`src/rtl/sprite_pkg.sv`:
```
// ----------------------------------------------------------------------------
// sprite_pkg
// Shared types and constants for the sprite plotter:
//   state_e        - plotter FSM states
//   ScreenW/H      - default visible screen size
//   BitmapW/H      - size of the built-in sprite bitmap
//   SpriteBitmap   - BitmapH rows of BitmapW bits; row 0 is the top row and
//                    the MSB of each row is the leftmost pixel
//   bitmap_bit()   - bitmap lookup, 0 outside the bitmap
// ----------------------------------------------------------------------------
package sprite_pkg;

    typedef enum logic [1:0] {
        StIdle,
        StErase,
        StDraw,
        StDone
    } state_e;

    localparam int unsigned ScreenW = 160;
    localparam int unsigned ScreenH = 120;

    localparam int unsigned BitmapW  = 8;
    localparam int unsigned BitmapH  = 4;
    localparam int unsigned BitmapXW = $clog2(BitmapW);
    localparam int unsigned BitmapYW = $clog2(BitmapH);

    localparam logic [BitmapW-1:0] SpriteBitmap [BitmapH] = '{
        8'b0011_1100,
        8'b0111_1110,
        8'b1101_1011,
        8'b1111_1111
    };

    // Sprites larger than the bitmap see transparent pixels outside it.
    function automatic logic bitmap_bit(input logic [7:0] dx, input logic [7:0] dy);
        logic [BitmapW-1:0] row;
        if (dx >= 8'(BitmapW) || dy >= 8'(BitmapH)) begin
            return 1'b0;
        end
        row = SpriteBitmap[dy[BitmapYW-1:0]];
        return row[BitmapXW'(8'(BitmapW - 1) - dx)];
    endfunction

endpackage

```
`src/rtl/box_scanner.sv`:
```
// ----------------------------------------------------------------------------
// box_scanner
// Row-major dx/dy counter over a SPRITE_W x SPRITE_H box. The counters hold
// the offset of the pixel currently being presented.
//   clk      in   system clock
//   reset_n  in   asynchronous active-high reset
//   clear    in   return counters to (0,0)
//   step     in   advance to the next pixel
//   dx_next  out  column of the pixel after the current one
//   dy_next  out  row of the pixel after the current one
//   last     out  current pixel is the last pixel of the box
// ----------------------------------------------------------------------------
module box_scanner #(
    parameter int unsigned SPRITE_W = 8,
    parameter int unsigned SPRITE_H = 4,
    localparam int unsigned DxW = (SPRITE_W > 1) ? $clog2(SPRITE_W) : 1,
    localparam int unsigned DyW = (SPRITE_H > 1) ? $clog2(SPRITE_H) : 1
) (
    input  logic           clk,
    input  logic           reset_n,
    input  logic           clear,
    input  logic           step,
    output logic [DxW-1:0] dx_next,
    output logic [DyW-1:0] dy_next,
    output logic           last
);

    logic [DxW-1:0] dx_q;
    logic [DyW-1:0] dy_q;
    logic           row_end;

    assign row_end = (dx_q == DxW'(SPRITE_W - 1));
    assign last    = row_end && (dy_q == DyW'(SPRITE_H - 1));
    assign dx_next = row_end ? '0 : dx_q + 1'b1;
    assign dy_next = row_end ? dy_q + 1'b1 : dy_q;

    always_ff @(posedge clk or posedge reset_n) begin
        if (reset_n) begin
            dx_q <= '0;
            dy_q <= '0;
        end else if (clear) begin
            dx_q <= '0;
            dy_q <= '0;
        end else if (step) begin
            dx_q <= dx_next;
            dy_q <= dy_next;
        end
    end

endmodule

```
`src/rtl/sprite_plotter.sv`:
```
// ----------------------------------------------------------------------------
// sprite_plotter
// Erases a sprite at its previous position and redraws it at a new one, one
// pixel per cycle, driving a VGA adapter's pixel-write port.
//   clk        in   system clock
//   reset_n    in   asynchronous reset, active HIGH despite the name
//   go         in   one-cycle redraw request, ignored while busy
//   x_in       in   new top-left x
//   y_in       in   new top-left y
//   colour_in  in   sprite colour
//   alive      in   0: erase only, draw nothing
//   x_out      out  pixel x (scan address, valid when plot=1)
//   y_out      out  pixel y
//   colour_out out  pixel colour (holds last value when plot=0)
//   plot       out  pixel write enable
//   busy       out  high outside IDLE
//   done       out  one-cycle pulse when a redraw completes
// ----------------------------------------------------------------------------
module sprite_plotter
    import sprite_pkg::*;
#(
    parameter int unsigned SPRITE_W = 8,
    parameter int unsigned SPRITE_H = 4,
    parameter int unsigned SCREEN_W = ScreenW,
    parameter int unsigned SCREEN_H = ScreenH
) (
    input  logic       clk,
    input  logic       reset_n,
    input  logic       go,
    input  logic [7:0] x_in,
    input  logic [6:0] y_in,
    input  logic [2:0] colour_in,
    input  logic       alive,
    output logic [7:0] x_out,
    output logic [6:0] y_out,
    output logic [2:0] colour_out,
    output logic       plot,
    output logic       busy,
    output logic       done
);

    localparam int unsigned DxW = (SPRITE_W > 1) ? $clog2(SPRITE_W) : 1;
    localparam int unsigned DyW = (SPRITE_H > 1) ? $clog2(SPRITE_H) : 1;
    localparam logic [8:0] ScrW = 9'(SCREEN_W);
    localparam logic [7:0] ScrH = 8'(SCREEN_H);

    state_e     state_q;
    logic [7:0] lat_x_q, prev_x_q;
    logic [6:0] lat_y_q, prev_y_q;
    logic [2:0] lat_colour_q;
    logic       lat_alive_q;
    logic       prev_valid_q;

    logic [DxW-1:0] dx_next;
    logic [DyW-1:0] dy_next;
    logic           last;
    logic           scan_clear, scan_step;

    // Next pixel to present, resolved for whichever phase follows this edge.
    logic       sel_erase, sel_alive;
    logic [7:0] base_x, scan_dx, scan_dy;
    logic [6:0] base_y;
    logic [2:0] sel_colour;
    logic [8:0] sum_x;
    logic [7:0] sum_y;
    logic       pix_plot, load_pix;
    logic [2:0] pix_colour;

    assign busy       = (state_q != StIdle);
    assign scan_clear = (state_q == StErase || state_q == StDraw) && last;
    assign scan_step  = (state_q == StErase || state_q == StDraw) && !last;

    box_scanner #(
        .SPRITE_W (SPRITE_W),
        .SPRITE_H (SPRITE_H)
    ) u_box_scanner (
        .clk     (clk),
        .reset_n (reset_n),
        .clear   (scan_clear),
        .step    (scan_step),
        .dx_next (dx_next),
        .dy_next (dy_next),
        .last    (last)
    );

    always_comb begin
        sel_erase  = 1'b0;
        sel_alive  = lat_alive_q;
        sel_colour = lat_colour_q;
        base_x     = lat_x_q;
        base_y     = lat_y_q;
        scan_dx    = '0;
        scan_dy    = '0;
        load_pix   = 1'b0;
        case (state_q)
            StIdle: begin
                load_pix   = go;
                sel_alive  = alive;
                sel_colour = colour_in;
                if (prev_valid_q) begin
                    sel_erase = 1'b1;
                    base_x    = prev_x_q;
                    base_y    = prev_y_q;
                end else begin
                    base_x = x_in;
                    base_y = y_in;
                end
            end
            StErase: begin
                load_pix = 1'b1;
                // On the last erase pixel the next one is draw pixel (0,0).
                if (!last) begin
                    sel_erase = 1'b1;
                    base_x    = prev_x_q;
                    base_y    = prev_y_q;
                    scan_dx   = 8'(dx_next);
                    scan_dy   = 8'(dy_next);
                end
            end
            StDraw: begin
                load_pix = !last;
                scan_dx  = 8'(dx_next);
                scan_dy  = 8'(dy_next);
            end
            default: ;
        endcase

        // One bit wider than the base so off-screen pixels never wrap back on.
        sum_x      = 9'(base_x) + 9'(scan_dx);
        sum_y      = 8'(base_y) + scan_dy;
        pix_plot   = (sum_x < ScrW) && (sum_y < ScrH) &&
                     (sel_erase || (sel_alive && bitmap_bit(scan_dx, scan_dy)));
        pix_colour = sel_erase ? 3'b000 : sel_colour;
    end

    always_ff @(posedge clk or posedge reset_n) begin
        if (reset_n) begin
            state_q      <= StIdle;
            lat_x_q      <= '0;
            lat_y_q      <= '0;
            lat_colour_q <= '0;
            lat_alive_q  <= 1'b0;
            prev_x_q     <= '0;
            prev_y_q     <= '0;
            prev_valid_q <= 1'b0;
            x_out        <= '0;
            y_out        <= '0;
            colour_out   <= '0;
            plot         <= 1'b0;
            done         <= 1'b0;
        end else begin
            case (state_q)
                StIdle: begin
                    plot <= 1'b0;
                    done <= 1'b0;
                    if (go) begin
                        lat_x_q      <= x_in;
                        lat_y_q      <= y_in;
                        lat_colour_q <= colour_in;
                        lat_alive_q  <= alive;
                        state_q      <= prev_valid_q ? StErase : StDraw;
                    end
                end
                StErase: begin
                    if (last) begin
                        state_q <= StDraw;
                    end
                end
                StDraw: begin
                    if (last) begin
                        state_q <= StDone;
                        plot    <= 1'b0;
                        done    <= 1'b1;
                    end
                end
                StDone: begin
                    done         <= 1'b0;
                    state_q      <= StIdle;
                    prev_x_q     <= lat_x_q;
                    prev_y_q     <= lat_y_q;
                    prev_valid_q <= lat_alive_q;
                end
                default: state_q <= StIdle;
            endcase

            if (load_pix) begin
                x_out <= sum_x[7:0];
                y_out <= sum_y[6:0];
                plot  <= pix_plot;
                if (pix_plot) begin
                    colour_out <= pix_colour;
                end
            end
        end
    end

endmodule

```
`config.mk`:
```
export PLATFORM = sky130hd
export DESIGN_NAME = sprite_plotter
export DESIGN_NICKNAME = d
export VERILOG_FILES = /design/src/rtl/sprite_pkg.sv /design/src/rtl/box_scanner.sv /design/src/rtl/sprite_plotter.sv
export SDC_FILE = /design/constraint.sdc
export NUM_CORES = 1
export LEC_CHECK = 0
export CORE_MARGIN = 2
export CORE_UTILIZATION = 57
export CTS_CLUSTER_DIAMETER = 40
export CTS_CLUSTER_SIZE = 20
export DETAILED_ROUTE_END_ITERATION = 12
export PLACE_DENSITY = 0.81
export SLEW_MARGIN = 20
export SYNTH_ARGS = -nofsm -noshare
export SYNTH_HDL_FRONTEND = slang
export SYNTH_HIERARCHICAL = 1
export SYNTH_SLANG_ARGS = --single-unit
```
`constraint.sdc`:
```
create_clock -name clk -period 5.5 [get_ports clk]
set_clock_uncertainty 0.2 [all_clocks]
set_input_delay 0.825 -clock clk [delete_from_list [all_inputs] [get_ports clk]]
set_output_delay 0.825 -clock clk [all_outputs]
set_load 0.01 [all_outputs]
```
==> impl_results.md <==
- Status: complete, no violations
- Tmin final: 4.897 ns
- First-pass DRT Iterations: 6
- Fin. Hold Viols: 0
- Worst Path Max Fanout: 21
- Internal power: 1.686 mW
- Slew @ Worst Pin: 0.9267 ns
- Nets@finish: 443
- Worst Hold Class: flop to flop
- Core area: 6386 um^2
- Pins Over Slew Limit: 0
- Worst-path clk slew: 0.07 ns
- Ys Warns: 6
- Site Rows: 29
- Grt total ovfl: 0
- Worst EP arrival: 4.93 ns
- Post-DR vias/cell: 6.056
- Clock root cell: clkbuf_8
- Post-route ant nets: 0
- Power Total: 2.904 mW
- Die width: 85.69 um
- Die Y: 85.69 um
- Worst path slowest cell: nor2b_1
- Initial Utilization: 0.5956
- WS Path Type: flop to flop
- Share of the synthesized area in the top cell type: 0.4079
- Dominant cell type by area after synthesis: dfrtp_1
- Sequential share of power: 0.303
- Initial antenna violation count: 0
- GRT Util Overall: 0.2529
- Half-perimeter wire length after placement: 5949 um
- Fin crit share: 0.8903
- CTS Buf Count: 9
- Post-CTS setup buffers: 0
- CTS H-tree depth: 3
- Antenna cell count: 0
- P per Cell Area: 656.5 nW/um^2
- Number of global-route vias before repair: 2998
- Max IR drop VDD: 0.3805 mV
- Cells after Synth: 367
- Clock power frac: 0.140
- Pin count of the biggest net entering global routing: 58
- Clk_lat worst skew: 0.34 ns
- Final setup fails: 0
- Synth Net Count: 407
- DR iter-0 viols: 209
- WHS: 0.2784 ns
- Clock buffer depth: 2
- Synthesis-to-finish area growth: 16.28%
- Distinct cells, synth: 57
- Top post-synthesis cells by area: dfrtp_1 41%, mux2_2 13%, ha_1 5.3%, mux2i_1 4.2%, nand2_1 3.6%
- Post-synth EDFFs: 0
- Post-CTS Resized: 0
- Util after Layout: 0.6926
- CTS Sinks: 62
- Register area share after synthesis: 0.4079
- Slew Limit Headroom: 0.3822
- Hold_buf cts: 0
- Commonest non-fill, non-tap cells in the layout: 62 x dfrtp_1, 44 x mux2_2, 42 x clkdlybuf4s50_1
- Combinational Power Share: 0.557
- Psw: 1.218 mW
- Flops & latches, synth: 62
- Sw Share: 0.4193
- Crit path launch type: flop
- Pre-CTS setup slack: 0.6836 ns
- CP Capture Type: flop
- CTS tree: built
- Static Leak: 1.914 nW
- Final WL: 8464 um
- Commonest non-fill, non-tap cell in the layout: dfrtp_1
- Prevailing post-synth register cell: dfrtp_1
- Die ar.: 7343 um^2
- CP Data Required Time: 5.53 ns
- Residual DRC: 0
- IO Pins: 43
- Max-cap viol count: 0
- Cells along the critical path: ha_1 > ha_1 > and2_1 > nor2b_1 > a21oi_1 > o21ai_0 > ha_1 > inv_1 > fa_1 > inv_1 > a21oi_1 > or2_1 > nor3b_1 > nor3_2 > o211ai_2 > mux2_1
- First-pass GRT wire length: 14480 um
- Layout cells sized above 1: 0.1740
- Via count: 2937
- Synth Cell Area: 3804 um^2
- RSZ-0062 raised after global routing: no
- Post-Syn Area per Cell: 10.36 um^2
- Routability cong.: 0.8589
- Slowest Stage Delay on Critical Path: 0.73 ns
- Routed len/inst: 17.45 um
- Cell mode on critical path: ha_1
- Worst setup margin: 0.6034 ns
- Setup TNS: 0 ns
- Max Freq: 0.2042 GHz
- Ys async rst share: 1.000
- Count of input and output buffers: 42
-- path summary, 6_finish.rpt --
kind	endpoint	startpoint	slack, ns	depth (start not counted)
worst min-delay path	y_out[4]	y_out[4]	0.28	2
min in group asynchronous	u_box_scanner/dx_q[2]	reset_n	0.52	2
worst min register to register	y_out[4]	y_out[4]	0.28	2
worst max register to register	colour_out[2]	u_box_scanner/dx_q[0]	0.60	16
max in group asynchronous	prev_x_q[1]	reset_n	3.79	3
worst max-delay path	colour_out[2]	u_box_scanner/dx_q[0]	0.60	16
-- synth_stat cells, drive strengths merged (2+ instances only) --
| cell | n |
|---|---|
| or2 | 2 |
| o21ai | 30 |
| a22o | 2 |
| clkbuf | 8 |
| nor2 | 27 |
| xnor2 | 6 |
| mux2i | 16 |
| a21oi | 16 |
| ha | 16 |
| xor2 | 5 |
| a2111oi | 2 |
| a222oi | 4 |
| nor2b | 4 |
| nand2 | 36 |
| a221o | 5 |
| a31oi | 5 |
| a21bo | 2 |
| buf | 11 |
| and3 | 3 |
| a22oi | 2 |
| nor3 | 2 |
| o22ai | 3 |
| mux2 | 50 |
| nand2b | 3 |
| o2bb2ai | 3 |
| a21o | 2 |
| inv | 14 |
| and2 | 7 |
| o211ai | 2 |
| fa | 2 |
| dfrtp | 62 |
| or3 | 2 |
-- layer usage --
layer | up-vias | part of all wire | global-route usage
met5 | - | 0 | 0
met4 | 0 | 0.022 | 0.1053
met1 | 1435 | 0.44 | 0.3396
met3 | 21 | 0.057 | 0.06641
li1 | 1383 | - | -
met2 | 98 | 0.48 | 0.3906
-- registers in the layout, summed over array words and instances (netlist names) --
name	cells
y_out	7
lat_x_q	8
lat_alive_q	1
u_box_scanner/dx_q	3
u_box_scanner/dy_q	2
prev_x_q	8
plot	1
x_out	8
lat_colour_q	3
done	1
colour_out	3
prev_valid_q	1
state_q	2
prev_y_q	7
lat_y_q	7
-- layout make-up --
class                      count  area (um^2)
clock buffer                  13        158.9
clock inverter                 3        42.54
fill                         479         1963
inverter                      14        52.55
multi-input combinational    272         2086
sequential                    62         1551
tap                           77        96.34
timing repair buffer          44        435.4
-- through the flow --
| step | cell area (um^2) | std cells |
|---|---|---|
| after floorplan | 3804 | 367 |
| after global placement | 4222 | 469 |
| after detailed placement | 4222 | 469 |
| after CTS | 4423 | 485 |
| after global routing | 4423 | 485 |
| final | 4423 | 485 |
-- kinds of logic (layout without fill, tap and decap cells) --
kind of cell / Yosys count / count (layout) / synth area share
AND/OR/NAND/NOR: 93 / 93 / 0.1151
flip-flops: 62 / 62 / 0.4079
multiplexers: 66 / 66 / 0.1911
buffers and inverters: 33 / 74 / 0.04375
XOR/XNOR: 11 / 11 / 0.02533
AO/OA/AOI/OAI: 84 / 84 / 0.1536
adder cells (fa/ha/maj): 18 / 18 / 0.06316
-- power by group through the flow --
stage          sequential [mW]  combinational, mW  clock, mW
2_1_floorplan            0.835               1.21          0
3_3_place_gp             0.864               1.54          0
3_5_place_dp             0.881               1.59          0
4_1_cts                  0.878               1.61      0.413
5_1_grt                  0.911               1.78      0.436
6_report                 0.879               1.62      0.407
-- critical path, delay by kind of cell, from the launching register on --
kind / cells / cell delay (ns)
simple gates: 5 / 1.81
fa+ha+maj: 4 / 1.09
compound gates: 4 / 0.75
flops: 1 / 0.41
mux: 1 / 0.35
buf+inv: 2 / 0.13
No activity file was read; power rests on OpenSTA's default activity.
